$ cat src/rtl/machining_sequencer.sv
`default_nettype none
// ============================================================================
//  Module   : machining_sequencer
//  Purpose  : Run/stop sequencer for the pulse generator (mos_control).
//             Holds a one-deep shadow parameter register. Each new set is
//             copied to the active outputs at a safe point, so a pulse never
//             sees its parameters change while it is in progress. The block
//             also enters a cooldown after a run of short-circuit pulses,
//             and drains the current pulse on a host stop.
//  Ports    : clk, rst_n           - 100 MHz clock, async active-low reset
//             host_start/host_stop - one-cycle host requests
//             cmd_valid/cmd_ready  - parameter-set handshake
//             cmd_waveform/Ip/Ton/Toff - offered parameter set (16b each)
//             pulse_end            - end-of-Toff strobe from mos_control
//             short_detect         - qualifies pulse_end as a short circuit
//             is_machine_start     - registered enable to mos_control
//             waveform/Ip/Ton/Toff - active parameter set (registered)
//             param_applied        - one-cycle strobe on shadow->active copy
//             state                - FSM state (IDLE=0 RUN=1 DRAIN=2 COOLDOWN=3)
//             drain_timeout_err    - sticky; cleared by the next host_start
//             pulse_count/short_total - statistics (zero unless enabled)
//  Config   : define PULSE_STAT_EN to build the statistics counters
//  Revision : 1.0 - initial release
// ============================================================================
module machining_sequencer #(
    parameter logic [15:0] SHORT_LIMIT     = 16'd8,
    parameter logic [15:0] COOLDOWN_CYCLES = 16'd1000,
    parameter logic [15:0] DRAIN_TIMEOUT   = 16'd5000
) (
    input  logic        clk,
    input  logic        rst_n,
    input  logic        host_start,
    input  logic        host_stop,
    input  logic        cmd_valid,
    output logic        cmd_ready,
    input  logic [15:0] cmd_waveform,
    input  logic [15:0] cmd_Ip,
    input  logic [15:0] cmd_Ton,
    input  logic [15:0] cmd_Toff,
    input  logic        pulse_end,
    input  logic        short_detect,
    output logic        is_machine_start,
    output logic [15:0] waveform,
    output logic [15:0] Ip,
    output logic [15:0] Ton,
    output logic [15:0] Toff,
    output logic        param_applied,
    output logic [1:0]  state,
    output logic        drain_timeout_err,
    output logic [31:0] pulse_count,
    output logic [15:0] short_total
);

    localparam logic [1:0] S_IDLE     = 2'd0;
    localparam logic [1:0] S_RUN      = 2'd1;
    localparam logic [1:0] S_DRAIN    = 2'd2;
    localparam logic [1:0] S_COOLDOWN = 2'd3;

    logic [1:0]  state_q, state_d;
    logic [15:0] timer_q, timer_d;
    logic [15:0] short_run_q, short_run_d;
    logic        err_q, err_d;

    logic        shadow_full_q, shadow_full_d;
    logic [15:0] sh_wf_q, sh_wf_d, sh_ip_q, sh_ip_d;
    logic [15:0] sh_ton_q, sh_ton_d, sh_toff_q, sh_toff_d;
    logic [15:0] wf_q, wf_d, ip_q, ip_d, ton_q, ton_d, toff_q, toff_d;
    logic        applied_q, applied_d;
    logic        start_q, start_d;

    // 17-bit arithmetic keeps the limit compares safe for any parameter value
    logic [16:0] timer_next;
    logic        timer_done;
    logic [16:0] short_inc;
    logic        short_hit;
    logic        do_copy;
    logic        do_capture;

    assign timer_next = {1'b0, timer_q} + 17'd1;
    assign short_inc  = {1'b0, short_run_q} + 17'd1;
    assign short_hit  = (short_inc >= {1'b0, SHORT_LIMIT});

    always_comb begin
        timer_done = 1'b0;
        if (state_q == S_DRAIN) begin
            timer_done = (timer_next >= {1'b0, DRAIN_TIMEOUT});
        end else if (state_q == S_COOLDOWN) begin
            timer_done = (timer_next >= {1'b0, COOLDOWN_CYCLES});
        end
    end

    // ---------------------------------------------------------------- state register
    always_ff @(posedge clk or negedge rst_n) begin
        if (!rst_n) begin
            state_q       <= S_IDLE;
            timer_q       <= 16'd0;
            short_run_q   <= 16'd0;
            err_q         <= 1'b0;
            shadow_full_q <= 1'b0;
            sh_wf_q       <= 16'd0;
            sh_ip_q       <= 16'd0;
            sh_ton_q      <= 16'd0;
            sh_toff_q     <= 16'd0;
            wf_q          <= 16'd0;
            ip_q          <= 16'd0;
            ton_q         <= 16'd0;
            toff_q        <= 16'd0;
            applied_q     <= 1'b0;
            start_q       <= 1'b0;
        end else begin
            state_q       <= state_d;
            timer_q       <= timer_d;
            short_run_q   <= short_run_d;
            err_q         <= err_d;
            shadow_full_q <= shadow_full_d;
            sh_wf_q       <= sh_wf_d;
            sh_ip_q       <= sh_ip_d;
            sh_ton_q      <= sh_ton_d;
            sh_toff_q     <= sh_toff_d;
            wf_q          <= wf_d;
            ip_q          <= ip_d;
            ton_q         <= ton_d;
            toff_q        <= toff_d;
            applied_q     <= applied_d;
            start_q       <= start_d;
        end
    end

    // ---------------------------------------------------------------- next state
    always_comb begin
        state_d     = state_q;
        short_run_d = short_run_q;
        err_d       = err_q;

        case (state_q)
            S_IDLE: begin
                // stop wins over a simultaneous start
                if (host_start && !host_stop) begin
                    state_d = S_RUN;
                    err_d   = 1'b0;
                end
            end
            S_RUN: begin
                if (pulse_end) begin
                    if (short_detect && !short_hit) begin
                        short_run_d = short_inc[15:0];
                    end else begin
                        short_run_d = 16'd0;
                    end
                end
                if (host_stop) begin
                    state_d = S_DRAIN;
                end else if (pulse_end && short_detect && short_hit) begin
                    state_d = S_COOLDOWN;
                end
            end
            S_DRAIN: begin
                if (pulse_end) begin
                    state_d = S_IDLE;
                end else if (timer_done) begin
                    state_d = S_IDLE;
                    err_d   = 1'b1;
                end
            end
            S_COOLDOWN: begin
                if (host_stop) begin
                    state_d = S_IDLE;
                end else if (timer_done) begin
                    state_d = S_RUN;
                end
            end
            default: state_d = S_IDLE;
        endcase

        // Timer restarts from zero on every state change, so each timed
        // state lasts exactly its configured number of cycles.
        if (state_d != state_q) begin
            timer_d = 16'd0;
        end else if ((state_q == S_DRAIN) || (state_q == S_COOLDOWN)) begin
            timer_d = timer_next[15:0];
        end else begin
            timer_d = 16'd0;
        end
    end

    // ---------------------------------------------------------------- outputs / datapath
    // While running, the copy waits for the pulse_end edge so mos_control
    // only picks up new parameters between pulses.
    assign do_copy    = shadow_full_q && ((state_q != S_RUN) || pulse_end);
    assign do_capture = cmd_valid && !shadow_full_q;

    always_comb begin
        start_d       = (state_d == S_RUN);
        shadow_full_d = shadow_full_q;
        sh_wf_d       = sh_wf_q;
        sh_ip_d       = sh_ip_q;
        sh_ton_d      = sh_ton_q;
        sh_toff_d     = sh_toff_q;
        wf_d          = wf_q;
        ip_d          = ip_q;
        ton_d         = ton_q;
        toff_d        = toff_q;
        applied_d     = 1'b0;

        if (do_capture) begin
            shadow_full_d = 1'b1;
            sh_wf_d       = cmd_waveform;
            sh_ip_d       = cmd_Ip;
            sh_ton_d      = cmd_Ton;
            sh_toff_d     = cmd_Toff;
        end else if (do_copy) begin
            shadow_full_d = 1'b0;
            wf_d          = sh_wf_q;
            ip_d          = sh_ip_q;
            ton_d         = sh_ton_q;
            toff_d        = sh_toff_q;
            applied_d     = 1'b1;
        end
    end

    assign cmd_ready         = !shadow_full_q;
    assign is_machine_start  = start_q;
    assign waveform          = wf_q;
    assign Ip                = ip_q;
    assign Ton               = ton_q;
    assign Toff              = toff_q;
    assign param_applied     = applied_q;
    assign state             = state_q;
    assign drain_timeout_err = err_q;

    // ---------------------------------------------------------------- statistics
`ifdef PULSE_STAT_EN
    logic [31:0] pulse_count_q, pulse_count_d;
    logic [15:0] short_total_q, short_total_d;
    logic        run_pulse;

    assign run_pulse = (state_q == S_RUN) && pulse_end;

    always_comb begin
        pulse_count_d = pulse_count_q;
        short_total_d = short_total_q;
        if (run_pulse) begin
            pulse_count_d = pulse_count_q + 32'd1;
            if (short_detect && (short_total_q != 16'hFFFF)) begin
                short_total_d = short_total_q + 16'd1;
            end
        end
    end

    always_ff @(posedge clk or negedge rst_n) begin
        if (!rst_n) begin
            pulse_count_q <= 32'd0;
            short_total_q <= 16'd0;
        end else begin
            pulse_count_q <= pulse_count_d;
            short_total_q <= short_total_d;
        end
    end

    assign pulse_count = pulse_count_q;
    assign short_total = short_total_q;
`else
    assign pulse_count = 32'd0;
    assign short_total = 16'd0;
`endif

endmodule
`default_nettype wire

$ cat config.mk
export PLATFORM = sky130hd
export DESIGN_NAME = machining_sequencer
export DESIGN_NICKNAME = d
export VERILOG_FILES = /design/src/rtl/machining_sequencer.sv
export SDC_FILE = /design/constraint.sdc
export NUM_CORES = 1
export LEC_CHECK = 0
export BUFFER_PORTS_ARGS = -buffer_cell sky130_fd_sc_hd__buf_4
export CAP_MARGIN = 40
export CORE_AREA = 2 2 108 137
export CTS_CLUSTER_SIZE = 25
export DETAILED_ROUTE_END_ITERATION = 6
export DIE_AREA = 0 0 110 139
export PLACE_DENSITY = 0.76
export REMOVE_ABC_BUFFERS = 1
export SYNTH_ARGS = -nofsm -noshare
export SYNTH_HDL_FRONTEND = slang
export SYNTH_SLANG_ARGS = --single-unit
export TNS_END_PERCENT = 50
$ cat constraint.sdc
create_clock -name clk -period 5.4 [get_ports clk]
set_input_delay 0.54 -clock clk [delete_from_list [all_inputs] [get_ports clk]]
set_output_delay 0.54 -clock clk [all_outputs]
set_load 0.02 [all_outputs]
==> results of run 1 <==
-- critical path: stages, from the launching register on --
cell	delay [ns]
dfrtp_1	0.50
ha_1	0.34
and3_1	0.43
nand3_4	0.15
or4_1	0.42
a221o_1	0.38
a2bb2oi_2	0.56
and3_1	0.29
-- flip-flops by register name, indices dropped and copies added, names as in the netlist --
register and count:
Ip 16, Toff 16, Ton 16, sh_ip_q 16, sh_toff_q 16, sh_ton_q 16, sh_wf_q 16, short_run_q 16
timer_q 16, waveform 16, state 2, drain_timeout_err 1, is_machine_start 1, param_applied 1, shadow_full_q 1
-- kinds of logic (layout without fill, tap and decap cells) --
| family | Yosys count | in the layout |
|---|---|---|
| other | 1 | 51 |
| AO/OA/AOI/OAI | 38 | 38 |
| AND/OR/NAND/NOR | 310 | 310 |
| adder cells (fa/ha/maj) | 4 | 4 |
| buffers and inverters | 90 | 189 |
| multiplexers | 69 | 69 |
| flip-flops | 166 | 166 |
| XOR/XNOR | 12 | 12 |
-- cell usage after synthesis (2+ instances only) --
library cell  instances
mux2_2               67
mux2i_1               2
o21a_1                2
xor2_1                4
o211ai_1              2
a21oi_1               8
buf_1                 3
nor4_1                7
nand4_1               9
dfrtp_1             166
nor2_1               20
nand2_1             207
inv_1                10
xnor2_1               8
o31ai_1               2
buf_2                 3
and4_1                2
a211o_1               2
o211a_1               2
a311o_1               2
and2_1               15
nand2b_1              2
nor3_1                8
ha_1                  4
buf_4                49
nor2b_1               4
o21ai_0               4
and3_1                8
a21o_1                3
nand3_1              17
clkbuf_1             23
o22ai_1               3
-- power breakdown --
part | switching (mW) | internal [mW]
clock | 0.500 | 0.654
combinational | 0.922 | 0.713
sequential | 0.283 | 1.74
-- cell usage in the layout, fill, tap and decap left out, drive strengths merged, types with 2 or more instances in the layout --
cell type / synthesis / layout
nor3: 8 / 8
mux2i: 2 / 2
dfrtp: 166 / 166
a311o: 2 / 2
and3: 8 / 8
o21ai: 4 / 4
o211a: 2 / 2
o211ai: 2 / 2
a2bb2oi: 2 / 2
nand4: 9 / 9
xor2: 4 / 4
nand3: 19 / 19
a21oi: 8 / 8
nor2b: 4 / 4
o22ai: 3 / 3
buf: 56 / 146
o21a: 2 / 2
nand2: 207 / 207
and4: 2 / 2
clkinv: 0 / 5
conb: 1 / 51
nor2: 20 / 20
nor4: 7 / 7
ha: 4 / 4
o31ai: 2 / 2
clkinvlp: 0 / 2
nand2b: 2 / 2
xnor2: 8 / 8
inv: 10 / 14
a211o: 2 / 2
clkbuf: 24 / 20
and2: 15 / 15
a21o: 3 / 3
or3: 2 / 2
mux2: 67 / 67
-- through the flow --
stage               hold WS, ns  utilization, %  power (mW)  cells  area (um2)
global route              0.308            63.7        5.12   1017        8940
floorplan                 0.244               -        3.00    660        6990
detailed placement        0.445            59.5        3.71    983        8350
global placement          0.442            59.3        3.61    982        8320
finish                    0.320            63.7        4.82   1017        8940
CTS                       0.304            63.6        4.87   1016        8920
-- area by class of cell --
cell class / instances / share of cell area [%]
Multi-Input combinational cell: 484 / 31.5
Clock buffer: 20 / 5.00
Sequential cell: 166 / 46.5
Timing Repair Buffer: 147 / 12.8
Inverter: 10 / 0.420
Clock inverter: 12 / 1.33
Tap cell: 178 / 2.49
-- worst min path at each step --
stage | start | end | depth (start not counted)
finish | host_stop | state[0] | 2
global route | host_stop | state[0] | 2
CTS | host_stop | state[0] | 2
detailed placement | rst_n | Toff[13] | 1
global placement | sh_ip_q[3] | Ip[3] | 2
floorplan | rst_n | Ip[0] | 0
-- layer usage --
layer	routed length (um)	vias up	part of all wire [%]	GRT usage, %
li1	-	2456	-	-
met1	6240	2524	41	26.7
met2	7480	184	49	33.4
met3	1360	17	8.9	8.27
met4	191	0	1.3	6.60
met5	0	-	0	0
-- what timing repair did --
| action | CTS | global route |
|---|---|---|
| hold endpoints to repair | 21 | 0 |
| hold buffers | 1 | 0 |
| setup endpoints to repair | 0 | 0 |
==> run metrics, run 1 <==
I/O pin cnt=189; Mapped Cells=690; Post-Syn Area=7300 um2; Die X-Extent=110 um; Nets=901; post_cts resized=0; initial antenna violation count=0; WP data required=5.75 ns; CP arrival=3.49 ns; CP Max Fanout=15; Synth warnings=0; WL/cell=15.0 um; Post-synth ARST share=100%; status=finished, final reports clean; largest net degree at the start of global routing=83; Layout area overhead=22.5%; cts bufs inserted=17; clock latency on the worst-skew pair=0.42 ns; top cell type's share of synthesized area=56.9%; post-CTS setup buffer count=0; Worst setup endpoint=is_machine_start; total track usage=21.2%; crit path kind=reg -> reg; Synth cell types=54; Avg Inst Size Synth=10.6 um2; CTS tree=yes; Seq/Total Area, Yosys=56.9%; setup TNS=0 ns; DRT Pass-1 Iters=4; vias in the first global route=5,216; initial DRC count=201; Starting Density=52.0%; Main synth FF type=dfrtp_1; Compound-Gate Fraction of Synth Area=3.87%; Clock Skews=0.00687 ns; first-pass GRT wire length=25,300 um; CTS root buf=clkbuf_16; CTS sink cnt=166; Post-Synth Adder-Cell Area=0.686%; slew margin rel.=49.5%; mux contribution to synthesized area=10.6%; FF+latch area=4150 um2; Fmax=0.318 GHz; P_leak=4.42 nW; maximum clock path buffer count=2; worst r2r src=timer_q[0]; CP Launch Type=flop; RSZ-0062 raised after global routing=no; maximum VDD drop=388 uV; Reg2Reg Setup Slack=2.26 ns; largest family of logic cells by synthesized area=simple AND/OR/NAND/NOR gates; Core Area=14,000 um2; Via-to-Cell Ratio=5.09; Synth Area in Simple Gates=19.1%; Ant. Diodes=0; Post-synth EDFFs=0; num rows=49; multi-input combinational cell area=2820 um2; share of cells above drive strength 1=30.0%; final worst setup slack=2.26 ns; clock slew at reported path FFs=0.06 ns; Worst setup EP type=flop; via count=5,181; max cap viols=0; pre-CTS worst setup slack=2.35 ns; min cycle time layout=3.14 ns; pwr dens=539 nW/um2; largest area contributor in the netlist=dfrtp_1; leading post-synthesis cells by cell area=dfrtp_1 (57%), nand2_1 (11%), mux2_2 (10%), buf_4 (5.0%), and2_1 (1.3%); Yosys reg bits=166; period utilisation layout=58.1%; CP startpoint=timer_q[0]; Reg2Reg Depth=7; gr ovfl total=0; Post-Synth XOR/XNOR Area=1.44%; Detail Route Antenna Nets=0; Reg-to-Reg End=is_machine_start; slew at the pin closest to its max-slew limit=0.758 ns; DRC=0; type of the tightest min-delay check=in -> reg; Port-buffer cells=140; fillers=1,140; WL final=15,300 um; final hold vios=0; global placement routability congestion=0.921; Die Y-Extent=139 um; Slew Limit Fails=0; DIE AREA=15,300 um2; CTS H-Tree Depth=4; final setup violation count=0; detailed placer's ending HPWL=10,400 um
(Power assumes the default switching activity.)
==> inputs of run 2 (changes only) <==
- ABC_AREA: default -> 1
- CORE_AREA: 2 2 108 137 -> 2 2 114 143
- DIE_AREA: 0 0 110 139 -> 0 0 116 145
- PLACE_DENSITY: 0.76 -> 0.72
- clock period: 5.4 -> 2.7 ns (I/O delays scaled with it)
==> run metrics, run 2 <==
Die X-Extent=116 um (+5.5%); Seq/Total Area, Yosys=57.0% (+0.078 points); share of cells above drive strength 1=20.4% (-9.6 points); num rows=51 (+4.1%); cts bufs inserted=17 (unchanged); CP Launch Type=flop; total track usage=18.6% (-2.5 points); crit path kind=reg -> reg; Clock Skews=0.00811 ns (+0.00124 ns); count leader, synth=nand2_1; clock latency on the worst-skew pair=0.42 ns (about the same); Synth cell types=32 (-41%); DRC=0 (unchanged); largest area contributor in the netlist=dfrtp_1; P_leak=4.75 nW (+7.4%); clock slew at reported path FFs=0.07 ns (about the same); CP Max Fanout=13 (-2); final setup violation count=0 (unchanged); slew at the pin closest to its max-slew limit=0.768 ns (+0.0102 ns); slew margin rel.=48.8% (-0.68 points); largest net degree at the start of global routing=71 (-14%); detailed placer's ending HPWL=10,300 um (-0.63%); Synth top cells by count=nand2_1 (179), dfrtp_1 (166), inv_1 (108); CTS root buf=clkbuf_16; Most common cell on crit path=nand2_1; Avg Inst Size Synth=8.70 um2 (-18%); most frequent cells in the layout=nand2_1 (177), dfrtp_1 (166), buf_4 (145), inv_1 (108), nor2_1 (106); CTS H-Tree Depth=4 (unchanged); final hold vios=0 (unchanged); first-pass GRT wire length=25,000 um (-1.3%); Core Area=15,400 um2 (+10%); Worst setup EP type=flop; Post-synth ARST share=100% (unchanged); CTS sink cnt=166 (unchanged); CTS tree=yes; initial antenna violation count=0 (unchanged); fillers=1,402 (+23%); maximum clock path buffer count=2 (unchanged); type of the tightest min-delay check=in -> reg; DIE AREA=16,800 um2 (+10%); initial DRC count=241 (+20%); DRT Pass-1 Iters=4 (unchanged); Main synth FF type=dfrtp_1; Nets=1,055 (+17%); status=finished, final reports clean; Fmax=0.456 GHz (+43%); WP data required=3.01 ns (-2.74 ns); Post-Syn Area=7290 um2 (-0.14%); crit path buf inv count=2 (+2); I/O pin cnt=189 (unchanged); vias in the first global route=5,476 (+5.0%); Starting Density=47.2% (-4.8 points); critical-path cell list=ha_1 > nand2_1 > inv_1 > nand2_2 > inv_2 > nand2_1 > xor2_1 > and2_1 > nand2_1 > nand2_1 > nand2_1 > nand2_1 > nand2_2 > nand2_1 > nor2_1; Synth warnings=0 (unchanged); final cell count without fillers=1,205 (+18%); RSZ-0062 raised after global routing=no; Port-buffer cells=140 (unchanged); Detail Route Antenna Nets=0 (unchanged); global placement routability congestion=0.845 (-8.2%); post_cts resized=0 (unchanged); max incr delay on CP=0.43 ns (-0.13 ns); top cell type's share of synthesized area=57.0% (+0.078 points); via count=5,534 (+6.8%); min cycle time layout=2.19 ns (-0.949 ns); critical path's slowest cell=dfrtp_1; Placed Cells incl. Taps=1,172 (+19%); Slew Limit Fails=0 (unchanged); Ant. Diodes=0 (unchanged); Post-synth EDFFs=0 (unchanged); CP top delay family=simple AND/OR/NAND/NOR gates; gr ovfl total=0 (unchanged); WL final=14,800 um (-3.4%); pwr dens=828 nW/um2 (+54%); Die Y-Extent=145 um (+4.3%); maximum VDD drop=503 uV (+30%); Placed Area=8420 um2 (+0.91%); max cap viols=0 (unchanged); Via-to-Cell Ratio=4.59 (-9.9%); Layout area overhead=23.9%; Mapped Cells=838 (+21%); leading post-synthesis cells by cell area=dfrtp_1 (57%), nand2_1 (9.2%), inv_1 (5.6%), nor2_1 (5.5%), buf_4 (4.9%); WL/cell=12.3 um (-18%); period utilisation layout=81.1% (+23 points); Post-Layout Inst Area=9030 um2 (+1.0%); Yosys reg bits=166 (unchanged); commonest non-fill, non-tap cell in the layout=nand2_1; CP arrival=2.50 ns (-0.99 ns)
[run 2: changes by cell type after synthesis, sizes merged, moves of 9 or more]
cell,before,now
nand2,207,182
inv,10,110
and2,15,2
o21ai,4,60
nand3,19,28
mux2,67,9
nor2,20,111
a21oi,8,58
[run 2: path summary, 6_finish.rpt]
kind,start,end,slack [ns],cells after the start
worst max-delay path,timer_q[0],is_machine_start,0.51,15
worst min-delay path,cmd_Toff[2],sh_toff_q[2],0.07,2
worst max register to register,timer_q[0],is_machine_start,0.51,15
worst min register to register,sh_toff_q[7],Toff[7],0.47,2
max in group asynchronous,rst_n,short_run_q[4],1.61,3
min in group asynchronous,rst_n,waveform[12],0.38,2
[run 2: kinds of logic after synthesis]
group / Yosys count / synth area share [%]
XOR/XNOR: 10 / 1.30
other: 1 / 0.0514
multiplexers: 9 / 1.39
AO/OA/AOI/OAI: 121 / 8.39
buffers and inverters: 187 / 12.2
adder cells (fa/ha/maj): 4 / 0.687
flip-flops: 166 / 57.0
AND/OR/NAND/NOR: 340 / 19.0
[run 2: repair_timing]
item | 4_1_cts | 5_1_grt
hold buffers | 1 | 0
setup buffers | 0 | 0
hold endpoints to repair | 59 | 0
[run 2: through the flow]
step	setup TNS (ns)	power (mW)	setup slack, ns	utilization (%)	hold slack, ns
after floorplan	-16.50	4.25	-0.741	-	-0.0256
after global placement	0	5.07	0.607	54.5	0.290
after detailed placement	0	5.12	0.509	54.5	0.293
after CTS	0	7.57	0.511	58.5	0.0535
after global routing	0	7.89	0.243	58.5	0.0543
final	0	7.48	0.509	58.5	0.0699
[run 2: final cells by class]
type	instances	area, um2	share of cell area (%)
multi-input combinational	535	2450	27.1
sequential	166	4150	46.0
inverter	111	417	4.61
clock inverter	15	176	1.95
timing repair buffer	149	1150	12.7
tap	212	265	2.94
clock buffer	17	425	4.71
[run 2: where the power goes]
| part | internal (mW) | switching [mW] | total [mW] |
|---|---|---|---|
| Clock | 1.33 | 1.10 | 2.43 |
| Combinational | 0.713 | 1.08 | 1.80 |
| Sequential | 2.98 | 0.270 | 3.25 |
[run 2: layer usage]
| layer | vias up | GRT usage (%) | share of wire (%) | routed length, um |
|---|---|---|---|---|
| met5 | - | 0 | 0 | 0 |
| met4 | 0 | 6.25 | 1.9 | 274 |
| met3 | 23 | 7.56 | 8.3 | 1220 |
| met2 | 148 | 30.3 | 48 | 7140 |
| met1 | 2580 | 22.4 | 41 | 6130 |
| li1 | 2783 | - | - | - |
==> inputs of run 3 (changes only) <==
- clock period: 2.7 -> 2 ns (I/O delays scaled with it)
==> run metrics, run 3 (same netlist as run 2, synthesis figures left out) <==
status=finished, violations left; failing checks=setup timing; CP arrival=2.31 ns (-0.19 ns); switching share of total power=33.2% (+0.36 points); Port-buffer cells=140 (unchanged); WL final=16,100 um (+9.2%); Die X-Extent=116 um (unchanged); slew at the pin closest to its max-slew limit=0.510 ns (-0.258 ns); Hold Slack=0.0135 ns (-0.0564 ns); clock latency on the worst-skew pair=0.42 ns (about the same); share of cells above drive strength 1=25.7% (+5.3 points); period utilisation layout=100% (+19 points); cts bufs inserted=17 (unchanged); Final Power=10.0 mW (+34%); Nets=1,088 (+3.1%); Die Y-Extent=145 um (unchanged); Clock power frac=30.6% (-1.9 points); Clock Skews=0.00931 ns (+0.00120 ns); Seq pwr share=43.9% (+0.4 points); min-delay src=cmd_Ton[2]; Starting Density=47.2% (unchanged); num rows=51 (unchanged); maximum VDD drop=704 uV (+40%); I/O pin cnt=189 (unchanged); first-pass GRT wire length=26,100 um (+4.5%); worst r2r src=timer_q[6]; Detail Route Antenna Nets=0 (unchanged); initial DRC count=287 (+19%); setup TNS=-0.00418 ns (-0.00418 ns); pwr dens=1060 nW/um2 (+28%); initial antenna violation count=0 (unchanged); DRC=0 (unchanged); DIE AREA=16,800 um2 (unchanged); CTS H-Tree Depth=4 (unchanged); Combinational Power Share=25.5% (+1.5 points); Slew Limit Fails=0 (unchanged); Ant. Diodes=0 (unchanged); CP Max Fanout=5 (-8); CP startpoint=timer_q[6]; final hold vios=0 (unchanged); WP data required=2.31 ns (-0.70 ns); P_leak=4.92 nW (+3.8%); sw power=3.32 mW (+35%); slew margin rel.=66.0% (+17 points); clock slew at reported path FFs=0.07 ns (about the same); DRT Pass-1 Iters=4 (unchanged); CP Launch Type=flop; Worst setup EP type=flop; max cap viols=0 (unchanged); min cycle time layout=2.00 ns (-0.187 ns); Fmax=0.499 GHz (+9.3%); CTS sink cnt=166 (unchanged); final core occ=61.3% (+2.8 points); largest net degree at the start of global routing=51 (-28%); final worst setup slack=-0.00394 ns (-0.513 ns); commonest non-fill, non-tap cell in the layout=nand2_1; type of the tightest min-delay check=in -> reg; gr ovfl total=0 (unchanged); most frequent cells in the layout=nand2_1 (170), dfrtp_1 (162), buf_4 (160), inv_1 (106), nor2_1 (88); crit path kind=reg -> reg; RSZ-0062 raised after global routing=yes; global placement routability congestion=0.863 (+2.1%); Via-to-Cell Ratio=4.58 (-0.38%); Core Area=15,400 um2 (unchanged); Layout area overhead=29.9%; maximum clock path buffer count=2 (unchanged); vias in the first global route=5,601 (+2.3%); CTS root buf=clkbuf_16; Int Pwr=6.69 mW (+33%); CTS tree=yes; final setup violation count=2 (+2); WL/cell=13.0 um (+6.2%); pre-CTS worst setup slack=-0.0514 ns (-0.560 ns); total track usage=19.4% (+0.74 points); via count=5,664 (+2.3%); detailed placer's ending HPWL=10,800 um (+4.8%)
## run 3: critical path: stages, from the launching register on
cell and delay [ns]:
dfrtp_2 0.41, nand2_1 0.12, nor2_2 0.22, nand2_1 0.08, nor2_1 0.16, xor2_1 0.19, nor2_1 0.06, nand2_1 0.12
nor2_1 0.05, nand2_1 0.10, nand2_2 0.09, nand2_4 0.10, buf_6 0.14, nor2_4 0.04
## run 3: final timing paths
check / to / slack [ns] / depth (start not counted)
worst max register to register: timer_q[11] / -0.004 / 13
max in group asynchronous: Ton[3] / 1.11 / 3
min in group asynchronous: Ip[10] / 0.23 / 2
worst min register to register: Toff[7] / 0.47 / 2
worst max-delay path: timer_q[11] / -0.004 / 13
worst min-delay path: sh_ton_q[2] / 0.01 / 3
## run 3: layout make-up
type	instances	area, um2
clock inverters	13	115
multi-input cells	535	2620
inverters	111	417
flip-flops and latches	166	4160
well taps	212	265
fillers	1361	5980
repair buffers	182	1460
clock buffers	19	433
## run 3: power groups by stage
stage	logic (mW)	clock network (mW)	registers [mW]
CTS	2.56	3.13	4.39
detailed placement	2.54	0	4.43
global placement	2.48	0	4.42
finish	2.55	3.06	4.40
floorplan	0.813	0	4.93
global route	2.80	3.28	4.48
## run 3: what timing repair did
action / CTS / global route
buffers inserted: 1 / 7
pin swaps: 0 / 13
resized for setup: 3 / 54
hold endpoints to repair: 130 / 0
setup endpoints to repair: 11 / 17
hold buffers: 13 / 0
## run 3: metrics by stage
stage | std cells | area (um2)
6_report | 1238 | 9470
5_1_grt | 1238 | 9470
4_1_cts | 1231 | 9230
3_5_place_dp | 1185 | 8530
3_3_place_gp | 1185 | 8530
2_1_floorplan | 812 | 7000
## run 3: routing by layer
layer	vias to the layer above	track usage, %	share of wire [%]	wire length [um]
met5	-	0	0	0
met4	0	6.19	1.9	307
met3	26	6.98	7.2	1170
met2	163	31.5	49	7940
met1	2638	24.0	42	6710
li1	2837	-	-	-
